## src/rtl/fetch_pkg.sv

```systemverilog
// Shared definitions for the instruction fetch front end and the control unit.
package fetch_pkg;

    typedef enum logic [1:0] {
        RST   = 2'd0,
        FETCH = 2'd1,
        HOLD  = 2'd2,
        ERR   = 2'd3
    } fetch_state_t;

    // Instruction field positions
    localparam int OPC_MSB  = 31;
    localparam int OPC_LSB  = 26;
    localparam int FUNC_MSB = 5;
    localparam int FUNC_LSB = 0;
    localparam int IMM_MSB  = 15;
    localparam int IMM_LSB  = 0;

    // BEQ opcode, also decoded by the control unit
    localparam logic [5:0] OPC_BEQ = 6'b000100;

    // Sign-extended immediate scaled to a byte offset
    function automatic logic [31:0] branch_offset(input logic [15:0] imm);
        return {{14{imm[15]}}, imm, 2'b00};
    endfunction

endpackage

```

## src/rtl/instr_fetch_unit_branch_target.sv

```systemverilog
// Next-PC arithmetic: sequential successor and BEQ target, both modulo 2^32.
module branch_target
    import fetch_pkg::*;
(
    input  logic [31:0] pc,
    input  logic [15:0] imm,
    output logic [31:0] pc_plus4,
    output logic [31:0] target
);

    // Target is relative to the successor, not to the branch itself
    always_comb begin
        pc_plus4 = pc + 32'd4;
        target   = pc_plus4 + branch_offset(imm);
    end

endmodule

```

## src/rtl/instr_fetch_unit.sv

```systemverilog
// Instruction fetch unit: owns the PC, fetches over req/ack, holds the
// instruction for the datapath and selects the next PC on retire.
//
// state | meaning
// RST   | one idle cycle after reset, acks ignored
// FETCH | request outstanding at pc, wait counter running
// HOLD  | instruction held stable until the datapath retires it
// ERR   | memory timed out, parked until reset
module instr_fetch_unit
    import fetch_pkg::*;
#(
    parameter logic [31:0] RESET_PC = 32'h0000_0000,
    parameter int          TIMEOUT  = 16
) (
    input  logic        clk,
    input  logic        reset,
    output logic        imem_req,
    output logic [31:0] imem_addr,
    input  logic        imem_ack,
    input  logic [31:0] imem_rdata,
    output logic        instr_valid,
    output logic [31:0] instr,
    output logic [5:0]  opCode,
    output logic [5:0]  func,
    output logic [15:0] imm,
    input  logic        instr_ready,
    input  logic        pcSrc,
    output logic [31:0] pc_out,
    output logic [31:0] retired_count,
    output logic        fetch_err
);

    // The counter value during the last permitted wait cycle
    localparam logic [7:0] WAIT_LAST = 8'(TIMEOUT - 1);

    fetch_state_t state_q, state_d;
    logic [31:0]  pc_q, pc_d;
    logic [31:0]  instr_q, instr_d;
    logic         instr_valid_q, instr_valid_d;
    logic         imem_req_q, imem_req_d;
    logic [31:0]  retired_count_q, retired_count_d;
    logic         fetch_err_q, fetch_err_d;
    logic [7:0]   wait_cnt_q, wait_cnt_d;

    logic [31:0]  pc_plus4;
    logic [31:0]  pc_branch;

    branch_target u_branch_target (
        .pc       (pc_q),
        .imm      (instr_q[IMM_MSB:IMM_LSB]),
        .pc_plus4 (pc_plus4),
        .target   (pc_branch)
    );

    // Next-state and next-output logic; imem_req is registered alongside the state
    always_comb begin
        state_d         = state_q;
        pc_d            = pc_q;
        instr_d         = instr_q;
        instr_valid_d   = instr_valid_q;
        imem_req_d      = imem_req_q;
        retired_count_d = retired_count_q;
        fetch_err_d     = fetch_err_q;
        wait_cnt_d      = wait_cnt_q;

        case (state_q)
            RST: begin
                state_d    = FETCH;
                imem_req_d = 1'b1;
                wait_cnt_d = 8'd0;
            end
            FETCH: begin
                // An ack in the terminal-count cycle still completes the fetch
                if (imem_ack) begin
                    instr_d       = imem_rdata;
                    instr_valid_d = 1'b1;
                    wait_cnt_d    = 8'd0;
                    imem_req_d    = 1'b0;
                    state_d       = HOLD;
                end else if (wait_cnt_q == WAIT_LAST) begin
                    wait_cnt_d  = wait_cnt_q + 8'd1;
                    fetch_err_d = 1'b1;
                    imem_req_d  = 1'b0;
                    state_d     = ERR;
                end else begin
                    wait_cnt_d = wait_cnt_q + 8'd1;
                end
            end
            HOLD: begin
                if (instr_ready) begin
                    pc_d            = pcSrc ? pc_branch : pc_plus4;
                    instr_valid_d   = 1'b0;
                    retired_count_d = retired_count_q + 32'd1;
                    imem_req_d      = 1'b1;
                    wait_cnt_d      = 8'd0;
                    state_d         = FETCH;
                end
            end
            ERR: begin
                imem_req_d    = 1'b0;
                instr_valid_d = 1'b0;
                fetch_err_d   = 1'b1;
            end
            default: begin
                state_d = RST;
            end
        endcase
    end

    // State and output registers; reset discards any fetch in flight
    always_ff @(posedge clk) begin
        if (reset) begin
            state_q         <= RST;
            pc_q            <= RESET_PC;
            instr_q         <= 32'd0;
            instr_valid_q   <= 1'b0;
            imem_req_q      <= 1'b0;
            retired_count_q <= 32'd0;
            fetch_err_q     <= 1'b0;
            wait_cnt_q      <= 8'd0;
        end else begin
            state_q         <= state_d;
            pc_q            <= pc_d;
            instr_q         <= instr_d;
            instr_valid_q   <= instr_valid_d;
            imem_req_q      <= imem_req_d;
            retired_count_q <= retired_count_d;
            fetch_err_q     <= fetch_err_d;
            wait_cnt_q      <= wait_cnt_d;
        end
    end

    // Field decode is a pure slice of the held word so pcSrc stays stable in HOLD
    always_comb begin
        imem_req      = imem_req_q;
        imem_addr     = {pc_q[31:2], 2'b00};
        instr_valid   = instr_valid_q;
        instr         = instr_q;
        opCode        = instr_q[OPC_MSB:OPC_LSB];
        func          = instr_q[FUNC_MSB:FUNC_LSB];
        imm           = instr_q[IMM_MSB:IMM_LSB];
        pc_out        = pc_q;
        retired_count = retired_count_q;
        fetch_err     = fetch_err_q;
    end

endmodule
```

## config.mk

```make
export PLATFORM = sky130hd
export DESIGN_NAME = instr_fetch_unit
export DESIGN_NICKNAME = d
export VERILOG_FILES = /design/src/rtl/fetch_pkg.sv /design/src/rtl/instr_fetch_unit_branch_target.sv /design/src/rtl/instr_fetch_unit.sv
export SDC_FILE = /design/constraint.sdc
export NUM_CORES = 1
export LEC_CHECK = 0
export CAP_MARGIN = 25
export CELL_PAD_IN_SITES_DETAIL_PLACEMENT = 1
export CELL_PAD_IN_SITES_GLOBAL_PLACEMENT = 1
export CORE_UTILIZATION = 35
export DETAILED_ROUTE_END_ITERATION = 8
export PLACE_DENSITY_LB_ADDON = 0.1
export SETUP_SLACK_MARGIN = 0.3
export SLEW_MARGIN = 5
export SYNTH_ARGS = -nofsm -noshare
export SYNTH_HDL_FRONTEND = slang
export SYNTH_SLANG_ARGS = --single-unit
```

## constraint.sdc

```tcl
create_clock -name clk -period 10.5 [get_ports clk]
set_clock_uncertainty 0.15 [all_clocks]
set_input_delay 2.1 -clock clk [delete_from_list [all_inputs] [get_ports clk]]
set_output_delay 2.1 -clock clk [all_outputs]
set_load 0.02 [all_outputs]
```

Yosys cells after proc, flatten, opt, wreduce, memory -nomap -nowiden --
Index checks and enable logic that the tools add are counted.
Cells by class: add/sub/neg operators 4, eq/ne operators 9, multiplexer cells 18, reduce and logical (&&, ||, !) cells 11
Operators by type and width (number):
- adder 32 x 1 -> 32 bit (second input constant) | 1
- adder 32 x 3 -> 32 bit (second input constant) | 1
- adder 32 bit | 1
- two-way mux 32 bit | 1
- case mux 8 bit (3 select lines) | 1
- two-way mux 8 bit | 2
- AND reduction 3 bit | 3
- adder 8 x 1 -> 8 bit (second input constant) | 1
- == test 8 x 4 -> 1 bit (second input constant) | 1
- != test 2 bit (second input constant) | 4
- AND reduction 2 bit | 4
- two-way mux 1 bit | 7
- two-way mux 2 bit | 3
- case mux 2 bit (3 select lines) | 1
- nonzero test 3 bit | 2
- == test 2 bit (second input constant) | 2
- case mux 1 bit (4 select lines) | 1
- != test 3 bit (second input constant) | 1
- case mux 1 bit (3 select lines) | 1
- == test 2 x 1 -> 1 bit (second input constant) | 1
- zero test 2 bit | 1
- case mux 1 bit (2 select lines) | 1
- nonzero test 2 bit | 1
Word-level totals: bits in registers 109, bits of input ports 37, output and inout port bits 159, word-level logic and storage cells 50

Depth between registers and ports, before layout --
depth in word-level cells 4, depth in mapped cells 17, gate-level depth less buffers 16

By module --
Synthesis repeated with hierarchy kept, for this count alone.
Second synthesis, totals: cell total of the unflattened synthesis 903, area total of the unflattened synthesis 7318.3 um^2
Modules (own cells, without submodules):
- instr_fetch_unit | instances 1, cells an instance 599, area each 5146.2 um^2, seq. area each 2182.1 um^2
- branch_target | instances 1, cells an instance 304, area each 2172.1 um^2, seq. area each 0.0 um^2

Least setup slack after synthesis --
Ideal clock, no wire load.
path type register to register, from register pc_q[11] (netlist: pc_out[11]), to register pc_q[31] (netlist: pc_out[31]), library setup time 0.121 ns, arrival 4.019 ns, required time 10.229 ns, path slack 6.210 ns, stages on the path, launching flop included 18, path buffers 1, clock period less this slack 4.290 ns, path through dfxtp_1 > and4_1 > and3_1 > and4_1 > nand4_1 > nor3_1 > xor2_1 > ha_1 > clkbuf_1 > a21oi_1 > o21ai_0 > a211oi_1 > o21ai_0 > a211oi_1 > o21ai_0 > a21oi_2 > mux2_4 > mux2_4
On the way: cells in the longest elaborated chain, start to end 3
RTL lines:
- start: declaration | line instr_fetch_unit.sv:37 | logic [31:0] pc_q, pc_d;
- start signal: assignment | line instr_fetch_unit.sv:123 | pc_q <= pc_d;
- adder 32 x 3 -> 32 bit * | line instr_fetch_unit_branch_target.sv:13 | pc_plus4 = pc + 32'd4;
- adder 32 bit | line instr_fetch_unit_branch_target.sv:14 | target = pc_plus4 + branch_offset(imm);
- two-way mux 32 bit * | line instr_fetch_unit.sv:91 | pc_d = pcSrc ? pc_branch : pc_plus4;
Mark *: on every way between the ends. The rest lies on a longest branch, timed or not. A chain may end at the register's enable or synchronous reset.

Final worst setup path --
from register pc_q[13] (netlist: pc_out[13]), to register pc_q[31] (netlist: pc_out[31])
Same word-level chain as after synthesis.

==> reports/results.ini <==
[power]
power_frac_comb_pct = 16.3
power_frac_clock_pct = 37.1
swShare_pct = 29.8
p_int_mw = 0.648
p_per_area_nw_per_um2 = 102
switchingPower_mw = 0.275
ir_worst_vdd_uv = 77.8
leakage_nw = 3.44
finalPower_mw = 0.923
seq_power_share_pct = 46.6

[global_routing]
grtUsageTotal_pct = 21.5
grt.overflow.total = 0
grt_pass1_vias = 6630
grt_antenna_before_repair = 0
grt_pass1_wl_um = 34800
grt_max_degree = 53

[flow_run]
cap_violations = 0

[clock_tree]
cts_resized = 0
path_clk_slew_ns = 0.08
numCtsBuffers = 9
cts-root-buf = clkbuf_16
clockBufferDepth = 2
cts_tree = yes
postCtsSetupBuffers = 0
clock-sinks = 107
ctsHtreeMaxLevel = 3
clkLatencyLatePin_ns = 0.36
cts_hold_buf = 0

[sta]
timing.final.crit_share_pct = 44.2
layout_min_cycle_time_ns = 4.65
drv_slew = 0
setup_viol = 0
fmax_mhz = 215
finalHoldViolCount = 0
setup-tns-final_ns = 0
rsz0062_at_grt = false
finalWorstSetupSlack_ns = 5.85
relSlewSlack_pct = 34.9
tightest_slew_ns = 0.977

[route]
wl_per_cell_um = 17.0
viasPerCell = 5.18
detail-route-antenna-nets = 0
drt_wl_total_um = 22100
drc = 0
vias = 6768
drtIter0Drc = 289
first_pass_iters = 5

[place]
place_inst = 1290
io_buffers = 191
hpwl_um = 16000
dp_slack_ns = 5.85
routabilityCongestion = 0.848
dpl_cell_area_um2 = 8770

[critical_path]
path_class = flop to flop
reg2reg_depth = 16
r2r_end = pc_out[31]
r2r_start = pc_out[13]
r2r_slack_ns = 5.85
worst_setup_path_end_kind = flop
cp_max_fo = 7
arrival_ns = 4.75
worstPathRequired_ns = 10.60
start_kind = flop

[floorplan]
rows = 51
die_h_um = 144
start_util_pct = 36.0
ios = 196
dieArea_um2 = 20800
core_um2 = 19700
die_width_um = 144

[synthesis]
syn_inst = 924
async_flop_share_pct = 0
synth.ff_latch_count = 107
synthesis.area_um2 = 7070
syn_area_per_cell_um2 = 7.65
synth_top_flop_cell = dfxtp_1
yosys_warnings = 0
synth_edf_count = 0
yosysSeqAreaShare_pct = 30.3
yosysUniqueCellTypes = 61

[hold_path]
min-delay-start = instr[18]
worstHoldPathCells = 2
min_path_type = flop to flop
min_to = instr[18]

[cells_and_area]
ff_latch_area_um2 = 2140
fin_area_um2 = 9050
fillCellCount = 2433
multi_input_area_um2 = 4290
layout.cells.non_filler = 1306
layout-drive-gt1-share_pct = 3.94
diodes = 0
area_delta_synth_final_pct = 28.0
nNetsFinal = 1113

[run_status]
status = completed

[Yosys cell counts, types with 20 or more instances]
cell type  count  area (um^2)
xnor2_1       30          263
o21ai_0       35          175
ha_1          39          488
a21oi_1       97          485
nor3_1        20          100
xor2_1        50          438
nand4_1       20          125
nor2_1        98          368
clkbuf_1      32          120
nand2_1      137          514
nand3_1       27          135
buf_4         62          465
dfxtp_1      107         2140
[sequential cells by signal (all words and copies together) (netlist names)]
signal         count
fetch_err          1
instr             32
pc_out            30
imem_req           1
wait_cnt_q         8
retired_count     32
state_q            2
instr_valid        1
[metrics by stage]
step / hold slack, ns / util (%)
floorplan: 0.329 / -
global placement: 0.291 / 44.6
detailed placement: 0.303 / 44.6
CTS: 0.315 / 46.1
global route: 0.328 / 46.1
finish: 0.311 / 46.1
[routing by layer]
metal / GRT usage, % / vias to the layer above / wire (um)
li1: - / 3377 / -
met4: 3.82 / 0 / 149
met1: 29.3 / 3235 / 10700
met3: 4.27 / 10 / 1160
met5: 0 / - / 0
met2: 35.2 / 146 / 10200
[power groups by stage]
| stage | clock [mW] | combinational [mW] | sequential, mW |
|---|---|---|---|
| 6_report | 0.343 | 0.151 | 0.430 |
| 3_3_place_gp | 0 | 0.150 | 0.439 |
| 3_5_place_dp | 0 | 0.151 | 0.439 |
| 4_1_cts | 0.353 | 0.152 | 0.430 |
| 5_1_grt | 0.372 | 0.164 | 0.432 |
| 2_1_floorplan | 0 | 0.0841 | 0.448 |
[how the worst max path moves through the flow]
stage | startpoint | endpoint | slack, ns | cells past startpoint
2_1_floorplan | pc_out[11] | pc_out[31] | 6.21 | 17
3_3_place_gp | pc_out[4] | pc_out[31] | 5.94 | 16
3_5_place_dp | pc_out[4] | pc_out[31] | 5.85 | 16
4_1_cts | pc_out[4] | pc_out[31] | 5.83 | 16
5_1_grt | pc_out[4] | pc_out[31] | 5.44 | 16
6_report | pc_out[13] | pc_out[31] | 5.85 | 16
[cell type report]
class,instances,area share [%]
inverters,13,0.539
multi-input cells,707,47.4
clock inverters,6,0.622
clock buffers,10,2.53
well taps,265,3.66
repair buffers,198,21.6
flip-flops and latches,107,23.7
[critical path, cell delays in order (launching register included)]
cell and delay (ns):
dfxtp_1 0.52, and4_1 0.29, and3_1 0.32, and4_1 0.28, nand4_1 0.21, nor3_1 0.38, xor2_1 0.12, ha_1 0.40
a21oi_1 0.19, o21ai_0 0.10, a211oi_1 0.23, o21ai_0 0.17, a211oi_1 0.24, o21ai_0 0.15, a21oi_2 0.18, mux2_4 0.32
mux2_4 0.29
[placed cells by master, fill, tap and decap left out, drive strengths merged, types with 7 or more instances in the layout]
cell	Yosys	routed
a211oi	14	14
xnor2	30	30
nand4	22	22
dfxtp	107	107
clkdlybuf4s50	0	189
a21oi	98	98
nand3	27	27
nand2	137	137
buf	68	9
o21ai	38	38
and3	12	12
o21bai	7	7
inv	13	17
ha	39	39
clkbuf	32	10
or3	14	14
nor2	98	98
xor2	50	50
a21o	20	20
nor3	22	22
a31oi	11	11
[cell families after synthesis]
group | count (synthesis) | synth area share (%)
flip-flops | 107 | 30.3
other | 1 | 0.0530
XOR/XNOR | 80 | 9.91
adder cells (fa/ha/maj) | 40 | 7.18
multiplexers | 6 | 0.991
AO/OA/AOI/OAI | 219 | 18.9
buffers and inverters | 113 | 9.31
AND/OR/NAND/NOR | 358 | 23.4
(Power assumes the default switching activity.)
